File: src/rtl/active_list.sv
// active_list: in-order reorder/active list for register renaming with commit and flush rollback
// Ports:
//   clk, rst_n                        clock, async active-low reset
//   alloc_valid/ready/tag             rename-stage allocation handshake; tag is the current tail
//   alloc_prev_phys/logical/new_phys  payload of the allocated entry
//   complete_valid/tag                marks an entry as executed
//   flush_valid/tag                   squash everything younger than flush_tag
//   free_valid/reg                    physical register returned to the free list
//   restore_valid/logical/phys        map-table rollback write
//   flush_done                        one-cycle pulse when rollback finishes
module active_list #(
   parameter int DEPTH = 32,
   parameter int PHYS_W = 6,
   parameter int LOG_W = 5,
   localparam int TAG_W = $clog2(DEPTH)
) (
   input  logic              clk,
   input  logic              rst_n,
   input  logic              alloc_valid,
   output logic              alloc_ready,
   input  logic [PHYS_W-1:0] alloc_prev_phys,
   input  logic [LOG_W-1:0]  alloc_logical,
   input  logic [PHYS_W-1:0] alloc_new_phys,
   output logic [TAG_W-1:0]  alloc_tag,
   input  logic              complete_valid,
   input  logic [TAG_W-1:0]  complete_tag,
   input  logic              flush_valid,
   input  logic [TAG_W-1:0]  flush_tag,
   output logic              free_valid,
   output logic [PHYS_W-1:0] free_reg,
   output logic              restore_valid,
   output logic [LOG_W-1:0]  restore_logical,
   output logic [PHYS_W-1:0] restore_phys,
   output logic              flush_done
);
   typedef enum logic {NORMAL, ROLLBACK} state_t;
   localparam logic [TAG_W:0] FULL = (TAG_W+1)'(DEPTH);
   state_t state, state_next;
   logic [TAG_W-1:0] head, tail, tail_m1, stop;
   logic [TAG_W:0] count;
   logic [DEPTH-1:0] valid, done;
   logic [PHYS_W-1:0] prev_mem [DEPTH];
   logic [PHYS_W-1:0] new_mem [DEPTH];
   logic [LOG_W-1:0] log_mem [DEPTH];
   logic alloc_fire, commit, rb_step, rb_end, flush_take;
   always_comb begin
      tail_m1 = tail - 1'b1;
      alloc_ready = state == NORMAL && count != FULL;
      alloc_tag = tail;
      alloc_fire = alloc_valid && alloc_ready;
      commit = state == NORMAL && count != '0 && done[head];
      rb_step = state == ROLLBACK && tail_m1 != stop;
      rb_end = state == ROLLBACK && tail_m1 == stop;
      flush_take = flush_valid && state == NORMAL && valid[flush_tag];
      state_next = flush_take ? ROLLBACK : rb_end ? NORMAL : state;
      free_valid = commit || rb_step;
      free_reg = commit ? prev_mem[head] : rb_step ? new_mem[tail_m1] : '0;
      restore_valid = rb_step;
      restore_logical = rb_step ? log_mem[tail_m1] : '0;
      restore_phys = rb_step ? prev_mem[tail_m1] : '0;
      flush_done = rb_end;
   end
   // Later writes in this block override earlier ones, so a completion that
   // lands on the committing head is discarded along with the entry.
   always_ff @(posedge clk or negedge rst_n)
      if (!rst_n) begin
         state <= NORMAL;
         head <= '0;
         tail <= '0;
         stop <= '0;
         count <= '0;
         valid <= '0;
         done <= '0;
      end else begin
         state <= state_next;
         count <= count + {{TAG_W{1'b0}}, alloc_fire} - {{TAG_W{1'b0}}, free_valid};
         if (complete_valid && valid[complete_tag]) done[complete_tag] <= 1'b1;
         if (commit) begin
            valid[head] <= 1'b0;
            done[head] <= 1'b0;
            head <= head + 1'b1;
         end
         if (alloc_fire) begin
            valid[tail] <= 1'b1;
            done[tail] <= 1'b0;
            tail <= tail + 1'b1;
         end
         if (rb_step) begin
            valid[tail_m1] <= 1'b0;
            done[tail_m1] <= 1'b0;
            tail <= tail_m1;
         end
         if (flush_take) stop <= flush_tag;
      end
   // Payload needs no reset: it is only read while the entry is valid.
   always_ff @(posedge clk)
      if (alloc_fire) begin
         prev_mem[tail] <= alloc_prev_phys;
         log_mem[tail] <= alloc_logical;
         new_mem[tail] <= alloc_new_phys;
      end
endmodule

File: config.mk
export PLATFORM = sky130hd
export DESIGN_NAME = active_list
export DESIGN_NICKNAME = d
export VERILOG_FILES = /design/src/rtl/active_list.sv
export SDC_FILE = /design/constraint.sdc
export NUM_CORES = 1
export LEC_CHECK = 0
export ABC_CLOCK_PERIOD_IN_PS = 11700
export CORE_MARGIN = 2
export CORE_UTILIZATION = 64
export DETAILED_ROUTE_END_ITERATION = 6
export GPL_TIMING_DRIVEN = 0
export PLACE_DENSITY = 0.86
export SLEW_MARGIN = 20
export SYNTH_ARGS = -nofsm -noshare
export SYNTH_HDL_FRONTEND = slang
export SYNTH_SLANG_ARGS = --single-unit
File: constraint.sdc
create_clock -name clk -period 11.7 [get_ports clk]
set_input_delay 2.34 -clock clk [delete_from_list [all_inputs] [get_ports clk]]
set_output_delay 2.34 -clock clk [all_outputs]
set_load 0.05 [all_outputs]
==> results.md, run 1 <==
* Slew margin rel. at 0.151
* Number of buffers created by CTS at 60
* Area leader, netlist: edfxtp_1
* Via-per-instance ratio at 7.90
* Sequential cell area at 18500 um^2
* Multi-input gate area at 8840 um^2
* Die Y at 213 um
* Gr ovfl total at 0
* Clock Latency Late Sink at 0.68 ns
* Asr flop ratio synth at 0.137
* Port bufs at 50
* Initial Util at 0.648
* Crit path cell chain: buf_4 > buf_2 > buf_2 > buf_2 > inv_1 > ha_1 > buf_2 > nor2b_1 > buf_2 > nor2_1 > clkbuf_1 > nand2_1 > a31oi_1 > nor2_1 > nor4_1 > clkdlybuf4s50_1
* Root Buffer: clkbuf_16
* Hold crit path type: reg -> reg
* Sequential area share after synthesis at 0.663
* First-pass GRT wire length at 132 mm
* Req. time, crit path at 9.36 ns
* Final Net Count at 1834
* Post-synth net total at 1695
* Initial antenna violation count at 3
* Simple-Gate Fraction of Synth Area at 0.0601
* Hold-fix buffer count after cts at 0
* H-tree lvl count at 2
* Yosys warns at 0
* Failing checks: design-rule violations
* Commonest non-fill, non-tap cells in the layout: edfxtp_1 (544), mux4_2 (193), nor2_1 (110)
* Fraction of layout cells with a size suffix above 1 at 0.253
* Max cap viols at 0
* Most used cell, CP: buf_2
* GRT Total Usage at 0.426
* DR pass1 iterations at 7
* CP Capture Type: primary output
* Number of flops mapped to enable cells by yosys at 544
* Startpoint types: register
* Filler cell count at 2429
* Area contributors post-synth: edfxtp_1 (59%), mux4_2 (16%), dfrtp_1 (7.7%), nor2_1 (1.6%), o22ai_1 (1.5%)
* Leakage at 10.7 nW
* Peak VDD IR at 0.222 mV
* Endpoints failing hold at 0
* CP max stage cell: clkdlybuf4s50_1
* Maximum root-to-sink buffer count at 3
* Max frequency at 0.104 GHz
* Setup bufs post-CTS at 0
* Clk slew on worst S/H paths at 0.06 ns
* Finish-stage setup viols at 0
* Compound-Gate Fraction of Synth Area at 0.0600
* Worst-margin pin slew at 1.27 ns
* Die area at 45200 um^2
* Post-route ant nets at 0
* Mapped Cells at 1642
* Hold WS at 0.536 ns
* CORE AREA at 43000 um^2
* Critical Path Fanout Max at 10
* Layout Skew at 0.0327 ns
* Critical path data arrival time at 7.30 ns
* Slew Viols, Final at 0
* Area delta synth->final at 13.8%
* Vias in the first global route at 19100
* Final min period at 9.64 ns
* Most used DFF post-synth: edfxtp_1
* Final WL at 93.6 mm
* Post-synth top area share at 0.586
* DP HPWL at 56.8 mm
* Unrepaired setup endpoints after global routing: false
* DR WL/cell at 38.7 um
* Yosys cell types at 70
* Post-synthesis register bit count at 630
* Buffers plus inverters on the worst setup path at 9
* Via count of the routed design at 19100
* Gpl congestion at 0.981
* Largest net degree at the start of global routing at 45
* Outcome: finished, violations left
* Largest delay share family, worst path: buffers and inverters
* Row Count at 76
* Top Ports at 58
* Largest family of logic cells by synthesized area: multiplexers
* DRC Markers at 22
* Cell area power density at 287 nW/um^2
* Most common cell after layout, fill and taps aside: edfxtp_1
* Final period util at 0.824
* Post-synthesis mux area share at 0.175
* Synth Area in XOR/XNOR at 0.00804
* Post-synthesis instance area at 27900 um^2
* Critical path class: reg -> out
* Sink Count at 630
* # resized after CTS at 0
* Synth Area in Adders at 0.00970
* TNS Setup at 0 ns
* Initial DRC count at 3602
* CTS tree: built
* Syn Area/Cell at 17.0 um^2
* Die width at 213 um
* Max incr delay on CP at 0.95 ns
-- through the flow --
stage / setup WS (ns) / util / power, mW / cell area, um^2 / std cells
2_1_floorplan: 4.44 / - / 5.40 / 27900 / 1642
3_3_place_gp: 3.24 / 0.677 / 6.67 / 29100 / 2277
3_5_place_dp: 3.15 / 0.690 / 6.81 / 29700 / 2304
4_1_cts: 2.32 / 0.738 / 8.92 / 31700 / 2418
5_1_grt: 2.01 / 0.738 / 9.24 / 31700 / 2418
6_report: 2.06 / 0.738 / 9.11 / 31700 / 2419
-- synth_stat cells, types with 10 or more instances --
| cell type | n |
|---|---|
| nor4_1 | 31 |
| o22ai_1 | 65 |
| clkbuf_1 | 36 |
| nor3_1 | 50 |
| and3_1 | 10 |
| nand3_1 | 17 |
| buf_4 | 10 |
| mux4_2 | 193 |
| mux2_2 | 17 |
| buf_2 | 57 |
| a21oi_1 | 46 |
| nand2_1 | 57 |
| ha_1 | 20 |
| nor2_1 | 121 |
| o221ai_1 | 11 |
| a31oi_1 | 33 |
| a22oi_1 | 13 |
| a221oi_1 | 10 |
| edfxtp_1 | 544 |
| inv_1 | 38 |
| mux2i_1 | 31 |
| dfrtp_1 | 86 |
-- registers in the layout (all words and copies together) (netlist names) --
register	count
state	1
prev_mem	192
valid	32
count	6
new_mem	192
alloc_tag	5
stop	5
done	32
head	5
log_mem	160
-- power by group --
group          total [mW]  internal, mW  switching (mW)
combinational        4.30          1.54            2.77
sequential           2.76          2.62           0.135
clock                2.05          1.17           0.878
-- layer usage --
| layer | vias up | routed length (um) | GRT usage |
|---|---|---|---|
| met3 | 675 | 15300 | 0.170 |
| met1 | 9310 | 28700 | 0.517 |
| met5 | - | 74 | 0.00779 |
| li1 | 6987 | - | - |
| met2 | 2137 | 40700 | 0.625 |
| met4 | 6 | 8890 | 0.307 |
-- worst paths after layout --
kind / from / endpoint / slack (ns) / cells after the start
max: alloc_tag[0] / restore_phys[4] / 2.06 / 16
min: count[0] / count[0] / 0.54 / 1
max reg2reg: alloc_tag[0] / count[4] / 5.72 / 24
min reg2reg: count[0] / count[0] / 0.54 / 1
max in group asynchronous: rst_n / stop[0] / 9.36 / 2
min in group asynchronous: rst_n / valid[30] / 1.70 / 1
-- final cells by class --
| cell class | count | area share |
|---|---|---|
| Sequential cell | 630 | 0.583 |
| Clock buffer | 84 | 0.0536 |
| Tap cell | 585 | 0.0231 |
| Antenna cell | 1 | 0.0000789 |
| Buffer | 109 | 0.0168 |
| Multi-Input combinational cell | 865 | 0.279 |
| Clock inverter | 30 | 0.0118 |
| Inverter | 38 | 0.00450 |
| Timing Repair Buffer | 77 | 0.0286 |
-- logic make-up (layout without fill, tap and decap cells) --
| logic type | Yosys count | count (layout) |
|---|---|---|
| compound gates | 241 | 241 |
| flops | 630 | 630 |
| simple gates | 340 | 340 |
| buf+inv | 147 | 338 |
| xor+xnor | 21 | 21 |
| fa+ha+maj | 21 | 21 |
| other cells | 0 | 1 |
| mux | 242 | 242 |
(Power assumes the default switching activity.)
==> inputs of run 2 (changes only) <==
- ABC_CLOCK_PERIOD_IN_PS: 11700 -> 8600
- CORE_UTILIZATION: 64 -> 56
- PLACE_DENSITY: 0.86 -> 0.8
- clock period: 11.7 -> 8.6 ns (I/O delays scaled with it)
==> run 2 against run 1 <==
Against the previous run: the run now ends clean; die area up 14%; non-clock buffer count unchanged; routed wire length down 5.3%; power up 33%; cell area up 0.14%; sequential power up 36%; final cell count up 3.3%; count of clock-buffer cells in the layout down 9; register-to-register slack worse by 3.0 ns; flip-flop and latch count unchanged; core utilization down 9.0 points; worst setup slack worse by 1.9 ns.
==> results.md, run 2 (same netlist as run 1, synthesis figures left out) <==
* Vias in the first global route at 18300
* Max frequency at 0.118 GHz
* Sequential cell area at 18500 um^2
* Sink Count at 630
* Leakage at 10.7 nW
* Die width at 227 um
* Slew Viols, Final at 0
* Final instance area at 31800 um^2
* # resized after CTS at 1
* Worst setup margin at 0.158 ns
* Slew margin rel. at 0.204
* Final period util at 0.982
* DP HPWL at 56.4 mm
* Fin util at 0.648
* Root Buffer: clkbuf_16
* Max incr delay on CP at 0.89 ns
* First-pass GRT wire length at 126 mm
* Die Y at 227 um
* Post-route ant nets at 0
* Startpoint types: register
* Cell area power density at 382 nW/um^2
* CTS tree: built
* Area delta synth->final at 14.0%
* CORE AREA at 49100 um^2
* Buffers plus inverters on the worst setup path at 9
* Endpoints failing hold at 0
* Finish-stage setup viols at 0
* Largest net degree at the start of global routing at 58
* Crit path cell chain: buf_4 > buf_2 > buf_2 > buf_2 > inv_1 > ha_1 > buf_2 > buf_1 > clkbuf_1 > mux4_2 > o221ai_1 > a21oi_1 > clkdlybuf4s50_1
* Req. time, crit path at 6.88 ns
* Final Net Count at 1835
* Peak VDD IR at 0.339 mV
* GRT Total Usage at 0.353
* Hold crit path type: reg -> reg
* DR WL/cell at 35.5 um
* Maximum root-to-sink buffer count at 3
* Max cap viols at 0
* Port bufs at 50
* Multi-input gate area at 8840 um^2
* Initial Util at 0.568
* Clk slew on worst S/H paths at 0.07 ns
* Top flop regs: new_mem: 192 flops, prev_mem: 192 flops, log_mem: 160 flops
* CP Capture Type: primary output
* Layout Skew at 0.0377 ns
* Clock Latency Late Sink at 0.66 ns
* Critical path data arrival time at 6.72 ns
* Number of buffers created by CTS at 61
* Critical Path Fanout Max at 10
* Initial DRC count at 3177
* H-tree lvl count at 2
* Gpl congestion at 0.922
* Gr ovfl total at 0
* Hold WS at 0.544 ns
* Critical path class: reg -> out
* Most used cell, CP: buf_2
* Outcome: completed
* Most common cell after layout, fill and taps aside: edfxtp_1
* Row Count at 81
* CP max stage cell: clkdlybuf4s50_1
* DR pass1 iterations at 6
* TNS Setup at 0 ns
* Hold-fix buffer count after cts at 0
* DRC Markers at 0
* Die area at 51600 um^2
* Fraction of layout cells with a size suffix above 1 at 0.252
* Initial antenna violation count at 2
* Setup bufs post-CTS at 0
* Worst-margin pin slew at 1.19 ns
* Commonest non-fill, non-tap cells in the layout: edfxtp_1 (544), mux4_2 (193), nor2_1 (109)
* Placed inst area at 29800 um^2
* Final min period at 8.44 ns
* Dpl ws at 0.620 ns
* Largest delay share family, worst path: buffers and inverters
* Unrepaired setup endpoints after global routing: false
* Top Ports at 58
* Via count of the routed design at 18300
* Final WL at 88.7 mm
* Filler cell count at 3305
* Via-per-instance ratio at 7.31
[run 2: cell count changes in the layout (fill, tap and decap cells not counted), sizes merged]
| cell | previous run | this run |
|---|---|---|
| diode | 1 | 2 |
| clkinv | 21 | 32 |
| bufinv | 7 | 6 |
| clkbuf | 120 | 110 |
| buf | 106 | 107 |
[run 2: path summary, 6_finish.rpt]
check | startpoint | end | slack [ns] | depth (start not counted)
hold / removal | stop[0] | stop[0] | 0.54 | 1
max in group asynchronous | rst_n | head[0] | 7.03 | 2
hold reg to reg | stop[0] | stop[0] | 0.54 | 1
setup reg to reg | alloc_tag[0] | count[4] | 2.76 | 24
setup / recovery | alloc_tag[0] | restore_logical[0] | 0.16 | 13
min in group asynchronous | rst_n | valid[15] | 0.97 | 1
[run 2: worst reg2reg max path: stages, from the launching register on]
cell     delay, ns
dfrtp_1       0.45
buf_4         0.26
buf_2         0.34
buf_2         0.47
buf_2         0.46
inv_1         0.19
ha_1          0.24
buf_2         0.19
nor2b_1       0.15
buf_2         0.19
nand3_1       0.11
nand4_2       0.24
o21ai_2       0.36
buf_2         0.46
nand2_1       0.18
ha_1          0.32
inv_1         0.06
ha_1          0.16
inv_1         0.06
fa_1          0.43
inv_1         0.07
a21oi_1       0.05
nor2_1        0.09
nor2_1        0.06
xnor2_1       0.11
[run 2: cell type report]
type	count	area share
diodes	2	0.000158
plain buffers	109	0.0168
clock buffers	75	0.0504
clock inverters	40	0.0119
inverters	38	0.00449
multi-input cells	865	0.278
flip-flops and latches	630	0.582
well taps	664	0.0262
repair buffers	77	0.0297
[run 2: metal layers]
layer	global-route usage	vias to the layer above	part of all wire
li1	-	6992	-
met1	0.471	9149	0.34
met2	0.533	1738	0.45
met3	0.0880	403	0.13
met4	0.208	0	0.072
met5	0	-	0
[run 2: power breakdown]
| part | total, mW | switching, mW | internal [mW] |
|---|---|---|---|
| clock network | 2.70 | 1.20 | 1.50 |
| registers | 3.74 | 0.176 | 3.56 |
| logic | 5.69 | 3.61 | 2.09 |
| total | 12.1 | 4.98 | 7.15 |
[run 2: per-stage QoR]
stage                     power (mW)  cells
final                           12.1   2500
after global routing            12.4   2498
after CTS                       12.0   2498
after detailed placement        9.27   2383
after global placement          9.12   2356
after floorplan                 7.34   1642
